**src/rtl/ultrasound_sweep_scheduler_pkg.sv**
```systemverilog
// Shared definitions for the ultrasound sweep scheduler: FSM state encodings,
// the "no reading" distance marker, sensor count limit and sensor-index width.
package ultrasound_pkg;

  localparam int         MAX_SENSORS = 6;
  localparam int         IDX_W       = 4;
  localparam logic [7:0] NO_READING  = 8'hFF;

  typedef enum logic [2:0] {
    ST_IDLE   = 3'd0,
    ST_SELECT = 3'd1,
    ST_LAUNCH = 3'd2,
    ST_GUARD  = 3'd3,
    ST_WAIT   = 3'd4,
    ST_STORE  = 3'd5,
    ST_REPORT = 3'd6
  } state_t;

endpackage

```
**src/rtl/ultrasound_sweep_scheduler_min_tracker.sv**
```systemverilog
// sweep_min_tracker: running unsigned minimum of the distances stored during a
// sweep, together with the sensor index that produced it. A clear restarts the
// search at NO_READING / index 0; strict less-than keeps the lower index on ties.
module sweep_min_tracker
  import ultrasound_pkg::*;
(
  input  logic             clock,
  input  logic             reset,
  input  logic             i_clear,
  input  logic             i_update,
  input  logic [7:0]       i_value,
  input  logic [IDX_W-1:0] i_index,
  output logic [7:0]       o_min,
  output logic [IDX_W-1:0] o_index
);

  logic [7:0]       r_min;
  logic [IDX_W-1:0] r_index;

  // Clear has priority over update; only a strictly smaller value replaces the minimum.
  always_ff @(posedge clock) begin
    if (!reset) begin
      r_min   <= NO_READING;
      r_index <= '0;
    end else if (i_clear) begin
      r_min   <= NO_READING;
      r_index <= '0;
    end else if (i_update && (i_value < r_min)) begin
      r_min   <= i_value;
      r_index <= i_index;
    end
  end

  assign o_min   = r_min;
  assign o_index = r_index;

endmodule

```
**src/rtl/ultrasound_sweep_scheduler.sv**
```systemverilog
// ultrasound_sweep_scheduler: walks the median-filtered HCSR04 measurement
// block across the sensors selected by a mask, stores one distance per sensor
// in a small table, and reports the minimum distance and its sensor index.
// Optional build macro: ULTRASOUND_SWEEP_TIMEOUT_EN adds a per-sensor watchdog
// and the timeout_flags output; without it WAIT only exits on meas_done.
module ultrasound_sweep_scheduler
  import ultrasound_pkg::*;
#(
  parameter int          NUM_SENSORS    = 6,
  parameter int          GUARD_CYCLES   = 2,
  parameter logic [26:0] TIMEOUT_CYCLES = 27'd50_000_000
) (
  input  logic       clock,
  input  logic       reset,
  input  logic       start,
  input  logic       continuous,
  input  logic [5:0] sensor_mask,
  input  logic       meas_done,
  input  logic [7:0] meas_distance,
  output logic       meas_enable,
  output logic [3:0] curr_ultrasound,
  input  logic [3:0] rd_index,
  output logic [7:0] rd_distance,
  output logic [7:0] min_distance,
  output logic [3:0] min_index,
  output logic [5:0] valid_mask,
  output logic       sweep_done,
  output logic       busy,
  output logic [2:0] state
`ifdef ULTRASOUND_SWEEP_TIMEOUT_EN
  ,
  output logic [5:0] timeout_flags
`endif
);

  if (NUM_SENSORS < 1 || NUM_SENSORS > MAX_SENSORS || GUARD_CYCLES > 255 ||
      TIMEOUT_CYCLES == 27'd0) begin : g_bad_cfg
    $error("ultrasound_sweep_scheduler: unsupported parameter set");
  end

  localparam logic [IDX_W-1:0] LAST_IDX   = IDX_W'(NUM_SENSORS);
  localparam logic [7:0]       GUARD_LOAD = 8'(GUARD_CYCLES);

  state_t           r_state;
  state_t           w_next;
  logic [IDX_W-1:0] r_idx;
  logic [IDX_W-1:0] r_curr;
  logic [5:0]       r_mask;
  logic [5:0]       r_valid_work;
  logic [5:0]       r_valid_out;
  logic [7:0]       r_table [MAX_SENSORS];
  logic [7:0]       r_guard;
  logic [7:0]       r_sample;
  logic [7:0]       r_min_out;
  logic [IDX_W-1:0] r_min_idx_out;
  logic             w_hit;
  logic             w_tmo;
  logic             w_clear;
  logic             w_update;
  logic [7:0]       w_work_min;
  logic [IDX_W-1:0] w_work_idx;
  logic [7:0]       w_rd;

  // Mask bit of the sensor currently pointed to by idx.
  always_comb begin
    w_hit = 1'b0;
    for (int i = 0; i < MAX_SENSORS; i++) begin
      if (r_idx == IDX_W'(i) && r_mask[i]) w_hit = 1'b1;
    end
  end

`ifdef ULTRASOUND_SWEEP_TIMEOUT_EN
  logic [26:0] r_tmo_cnt;
  logic [5:0]  r_tmo_flags;

  // A done arriving in the same cycle as the timeout takes precedence.
  assign w_tmo = (r_state == ST_WAIT) && !meas_done &&
                 (r_tmo_cnt >= (TIMEOUT_CYCLES - 27'd1));

  // Watchdog counts GUARD+WAIT cycles per sensor; flags are sticky for one sweep.
  always_ff @(posedge clock) begin
    if (!reset) begin
      r_tmo_cnt   <= '0;
      r_tmo_flags <= '0;
    end else begin
      if (r_state == ST_LAUNCH) begin
        r_tmo_cnt <= '0;
      end else if ((r_state == ST_GUARD || r_state == ST_WAIT) && r_tmo_cnt != '1) begin
        r_tmo_cnt <= r_tmo_cnt + 27'd1;
      end
      if (w_clear) begin
        r_tmo_flags <= '0;
      end else if (w_tmo) begin
        for (int i = 0; i < MAX_SENSORS; i++) begin
          if (r_idx == IDX_W'(i)) r_tmo_flags[i] <= 1'b1;
        end
      end
    end
  end

  assign timeout_flags = r_tmo_flags;
`else
  assign w_tmo = 1'b0;
`endif

  // State register.
  always_ff @(posedge clock) begin
    if (!reset) r_state <= ST_IDLE;
    else        r_state <= w_next;
  end

  // Next-state decode plus the single-cycle pulses and tracker controls.
  always_comb begin
    w_next      = r_state;
    meas_enable = 1'b0;
    sweep_done  = 1'b0;
    w_clear     = 1'b0;
    w_update    = 1'b0;
    case (r_state)
      ST_IDLE: begin
        if (start) begin
          w_next  = ST_SELECT;
          w_clear = 1'b1;
        end
      end
      ST_SELECT: begin
        if (r_idx >= LAST_IDX) w_next = ST_REPORT;
        else if (w_hit)        w_next = ST_LAUNCH;
      end
      ST_LAUNCH: begin
        meas_enable = 1'b1;
        w_next      = ST_GUARD;
      end
      ST_GUARD: begin
        if (r_guard <= 8'd1) w_next = ST_WAIT;
      end
      ST_WAIT: begin
        if (meas_done || w_tmo) w_next = ST_STORE;
      end
      ST_STORE: begin
        w_update = 1'b1;
        w_next   = ST_SELECT;
      end
      ST_REPORT: begin
        sweep_done = 1'b1;
        if (continuous) begin
          w_next  = ST_SELECT;
          w_clear = 1'b1;
        end else begin
          w_next = ST_IDLE;
        end
      end
      default: w_next = ST_IDLE;
    endcase
  end

  // Sweep bookkeeping: index walk, sensor select, guard timer, table and result capture.
  always_ff @(posedge clock) begin
    if (!reset) begin
      r_idx         <= '0;
      r_curr        <= '0;
      r_mask        <= '0;
      r_valid_work  <= '0;
      r_valid_out   <= '0;
      r_guard       <= '0;
      r_sample      <= NO_READING;
      r_min_out     <= NO_READING;
      r_min_idx_out <= '0;
      for (int i = 0; i < MAX_SENSORS; i++) r_table[i] <= NO_READING;
    end else begin
      if (w_clear) begin
        r_idx        <= '0;
        r_valid_work <= '0;
      end
      if (r_state == ST_IDLE && start) r_mask <= sensor_mask;
      case (r_state)
        ST_SELECT: begin
          if (w_next == ST_LAUNCH)      r_curr <= r_idx;
          else if (w_next == ST_SELECT) r_idx  <= r_idx + 1'b1;
        end
        ST_LAUNCH: r_guard <= GUARD_LOAD;
        ST_GUARD: begin
          if (r_guard != 8'd0) r_guard <= r_guard - 8'd1;
        end
        ST_WAIT: begin
          if (meas_done) begin
            r_sample <= meas_distance;
            for (int i = 0; i < MAX_SENSORS; i++) begin
              if (r_idx == IDX_W'(i)) begin
                r_table[i]      <= meas_distance;
                r_valid_work[i] <= 1'b1;
              end
            end
          end else if (w_tmo) begin
            r_sample <= NO_READING;
            for (int i = 0; i < MAX_SENSORS; i++) begin
              if (r_idx == IDX_W'(i)) r_table[i] <= NO_READING;
            end
          end
        end
        ST_STORE: r_idx <= r_idx + 1'b1;
        ST_REPORT: begin
          r_min_out     <= w_work_min;
          r_min_idx_out <= w_work_idx;
          r_valid_out   <= r_valid_work;
        end
        default: ;
      endcase
    end
  end

  sweep_min_tracker u_min (
    .clock   (clock),
    .reset   (reset),
    .i_clear (w_clear),
    .i_update(w_update),
    .i_value (r_sample),
    .i_index (r_idx),
    .o_min   (w_work_min),
    .o_index (w_work_idx)
  );

  // Table read port; addresses past the last sensor read as NO_READING.
  always_comb begin
    w_rd = NO_READING;
    for (int i = 0; i < MAX_SENSORS; i++) begin
      if (rd_index == IDX_W'(i) && i < NUM_SENSORS) w_rd = r_table[i];
    end
  end

  assign rd_distance     = w_rd;
  assign curr_ultrasound = r_curr;
  assign min_distance    = r_min_out;
  assign min_index       = r_min_idx_out;
  assign valid_mask      = r_valid_out;
  assign busy            = (r_state != ST_IDLE);
  assign state           = r_state;

endmodule

```
**config.mk**
```make
export PLATFORM = sky130hd
export DESIGN_NAME = ultrasound_sweep_scheduler
export DESIGN_NICKNAME = d
export VERILOG_FILES = /design/src/rtl/ultrasound_sweep_scheduler_pkg.sv /design/src/rtl/ultrasound_sweep_scheduler_min_tracker.sv /design/src/rtl/ultrasound_sweep_scheduler.sv
export SDC_FILE = /design/constraint.sdc
export NUM_CORES = 1
export LEC_CHECK = 0
export ABC_AREA = 1
export CORE_MARGIN = 3
export CORE_UTILIZATION = 40
export CTS_BUF_LIST = sky130_fd_sc_hd__clkbuf_16
export DETAILED_ROUTE_END_ITERATION = 8
export MAX_ROUTING_LAYER = met4
export PLACE_DENSITY_LB_ADDON = 0.12
export SKIP_CTS_REPAIR_TIMING = 1
export SYNTH_ARGS = -nofsm -noshare
export SYNTH_HDL_FRONTEND = slang
export SYNTH_SLANG_ARGS = --single-unit
```
**constraint.sdc**
```tcl
create_clock -name clock -period 4.11 [get_ports clock]
set_input_delay 0.411 -clock clock [delete_from_list [all_inputs] [get_ports clock]]
set_output_delay 0.411 -clock clock [all_outputs]
set_load 0.005 [all_outputs]
```
==> reports/summary.txt <==
outcome - finished clean
gpl congestion - 0.809
DRC violations left - 0
Cell Area, Synth - 0.00515 mm2
CTS tree - done
Setup Skew - 0.00607 ns
TritonRoute pass-1 iters - 4
I/O Buffers - 58
#FFs+latches synth - 117
core area - 0.0123 mm2
final total power - 0.00351 W
Worst EP required - 3.70 ns
Net Sw Frac - 31.4%
worst r2r dst - r_table[3][3]$_SDFFCE_PN1P_
number of global-route vias before repair - 4048
clock sinks - 117
Critical-path top delay cell - clkdlybuf4s50_1
Synth warnings - 0
Worst-Skew Late Latency - 0.41 ns
dpl hpwl - 8.61 mm
synthesized instance count - 580
Clock Path Buffers - 2
startpoint type of the worst setup path - primary input
GRT Residual Overflow - 0
Crit. End Element - output port
post-route ant nets - 0
max_slew headroom - 23.8%
Cell Int Power - 0.00241 W
Finished Core Util - 52.2%
first-pass GRT wire length - 20.1 mm
Power Density - 545 mW/mm2
Seq pwr share - 39.7%
endpoints failing setup - 0
WL/cell - 14.4 um
Fin. Hold Viols - 0
CTS root buf - clkbuf_16
Worst-path clk slew - 0.05 ns
reg-to-reg setup timing slack - 1.48 ns
RSZ-0062 raised after global routing - false
Max Cap Viol - 0
Nets - 683
post-layout minimum cycle time - 2.86 ns
NetSw - 0.00110 W
commonest non-fill, non-tap cell in the layout - nand2_1
setup_tns - 0 ns
DR iter-0 viols - 257
num ports - 59
chip height - 119 um
total die area - 0.0143 mm2
ANT cells - 0
largest net degree at the start of global routing - 45
Least-Margin Pin Slew - 1.13 ns
clock share of power - 36.4%
logic gate share of total power - 23.9%
most frequent cells in the layout - 107 x nand2_1, 72 x inv_1, 69 x dfxtp_1
Slew Viols, Final - 0
Initial Utilization - 41.8%
number of buffers created by CTS - 17
VDD IR max - 0.000321 V
CP Cell Sequence - clkdlybuf4s50_1 > nor2_1 > nand3_1 > o21ai_0 > o221ai_1 > nor2_1 > clkdlybuf4s50_1
Hold Crit Depth - 2
antenna violations before repair - 0
Routed WL - 11.9 mm
H-tree depth - 4
syn avg cell area - 8.87 um2
synth-to-layout area growth - 24.9%
fmax - 349 MHz
kind of path behind the tightest hold check - flop to flop
sequential area share after synthesis - 54.9%
R2R depth - 5
Fill cells - 1194
Syn Nets - 616
Crit Path Class - primary input to output port
# rows - 40
DR vias - 4112
Crit Path Max Fanout - 9
fin crit share - 69.6%
GRT Resource Usage Total - 18.4%
r2r startpoint - state[0]$_SDFF_PN0_
Chip Width - 119 um
vias per cell - 4.97
Hold Path End - curr_ultrasound[3]$_SDFFE_PN0P_
hold_sp - curr_ultrasound[3]$_SDFFE_PN0P_
share of post-route cells with drive strength above 1 - 8.03%
max incr delay on CP - 0.51 ns
Leakage - 2.50 nW
Synth cell types - 35
worst endpoint data arrival time - 2.45 ns
Hold WS - 0.439 ns
[registers in the layout (all words and copies together), names as in the netlist]
register         cells
curr_ultrasound      4
min_distance         8
min_index            4
r_guard              8
r_idx                4
r_mask               6
r_sample             8
r_table             48
r_valid_work         6
state                3
u_min.o_index        4
u_min.o_min          8
valid_mask           6
[worst max-delay path: cells and delay by family]
kind | cells | cell delay, ns
and+or+nand+nor | 3 | 0.66
buffers and inverters | 2 | 0.95
AOI/OAI and AO/OA | 2 | 0.43
[metal layers]
layer | GRT usage [%] | up-vias | part of all wire [%]
met5 | - | - | 0
met1 | 23.3 | 1902 | 47
met2 | 28.2 | 91 | 48
met3 | 4.56 | 6 | 4.4
li1 | - | 2113 | -
met4 | 7.80 | 0 | 0.79
[how the worst max path moves through the flow]
stage | to | depth (start not counted) | slack (ns) | start
3_5_place_dp | rd_distance[0] | 7 | 1.24 | rd_index[2]
3_3_place_gp | rd_distance[2] | 7 | 1.30 | rd_index[1]
2_1_floorplan | r_table[4][0]$_SDFFCE_PN1P_ | 6 | 2.03 | state[0]$_SDFF_PN0_
6_report | rd_distance[0] | 7 | 1.25 | rd_index[2]
5_1_grt | rd_distance[0] | 7 | 0.98 | rd_index[2]
4_1_cts | rd_distance[0] | 7 | 1.25 | rd_index[2]
[power groups by stage]
stage               clock network (W)  registers (W)  logic [W]
finish                        0.00128        0.00139   0.000837
global route                  0.00136        0.00141   0.000957
CTS                           0.00130        0.00139   0.000835
detailed placement                  0        0.00141   0.000828
global placement                    0        0.00141   0.000815
floorplan                           0        0.00138   0.000607
[synth_stat cells]
cell type,count,share of area (%)
nor3_4,1,0.32
inv_1,67,4.9
a21oi_1,45,4.4
o21a_1,1,0.15
nor3b_1,1,0.15
nor3_1,2,0.19
xor2_1,2,0.34
o221ai_1,9,1.5
nand4_1,5,0.61
a31oi_1,3,0.36
inv_2,6,0.44
o22ai_1,8,0.97
buf_2,3,0.29
o21ai_1,1,0.097
dfxtp_1,69,27
nand2_2,2,0.24
a21oi_4,1,0.32
a21oi_2,3,0.51
a211oi_1,1,0.15
o211ai_1,17,2.5
nand3b_1,1,0.15
edfxtp_1,48,28
nor2_1,58,4.2
a21o_1,6,0.88
clkinv_1,1,0.073
nor3_2,7,1.4
xnor2_1,1,0.17
nand3_1,33,3.2
ha_1,13,3.2
nand2_1,107,7.8
nand3_2,1,0.19
clkbuf_1,13,0.95
nor2_4,2,0.44
nor2_2,2,0.24
o21ai_0,40,3.9
[kinds of logic after synthesis]
logic type | share of synthesized area, %
xor+xnor | 0.511
compound gates | 15.7
buf+inv | 6.64
simple gates | 19.1
flops | 54.9
fa+ha+maj | 3.16
[area by class of cell]
cell class                 instances  area, um2  share of cell area [%]
clock inverter                    15       85.1                    1.32
inverter                          74        278                    4.32
clock buffer                      17        425                    6.62
multi-input combinational        373       1980                    30.8
sequential                       117       2820                    43.9
timing repair buffer              64        626                    9.73
tap                              168        210                    3.27
[per-stage QoR]
stage / setup WS (ns) / instance area (um2) / std cells
finish: 1.25 / 6430 / 828
global route: 0.984 / 6430 / 828
CTS: 1.25 / 6430 / 828
detailed placement: 1.24 / 5920 / 796
global placement: 1.30 / 5920 / 796
floorplan: 2.03 / 5150 / 580
(Power assumes the default switching activity.)
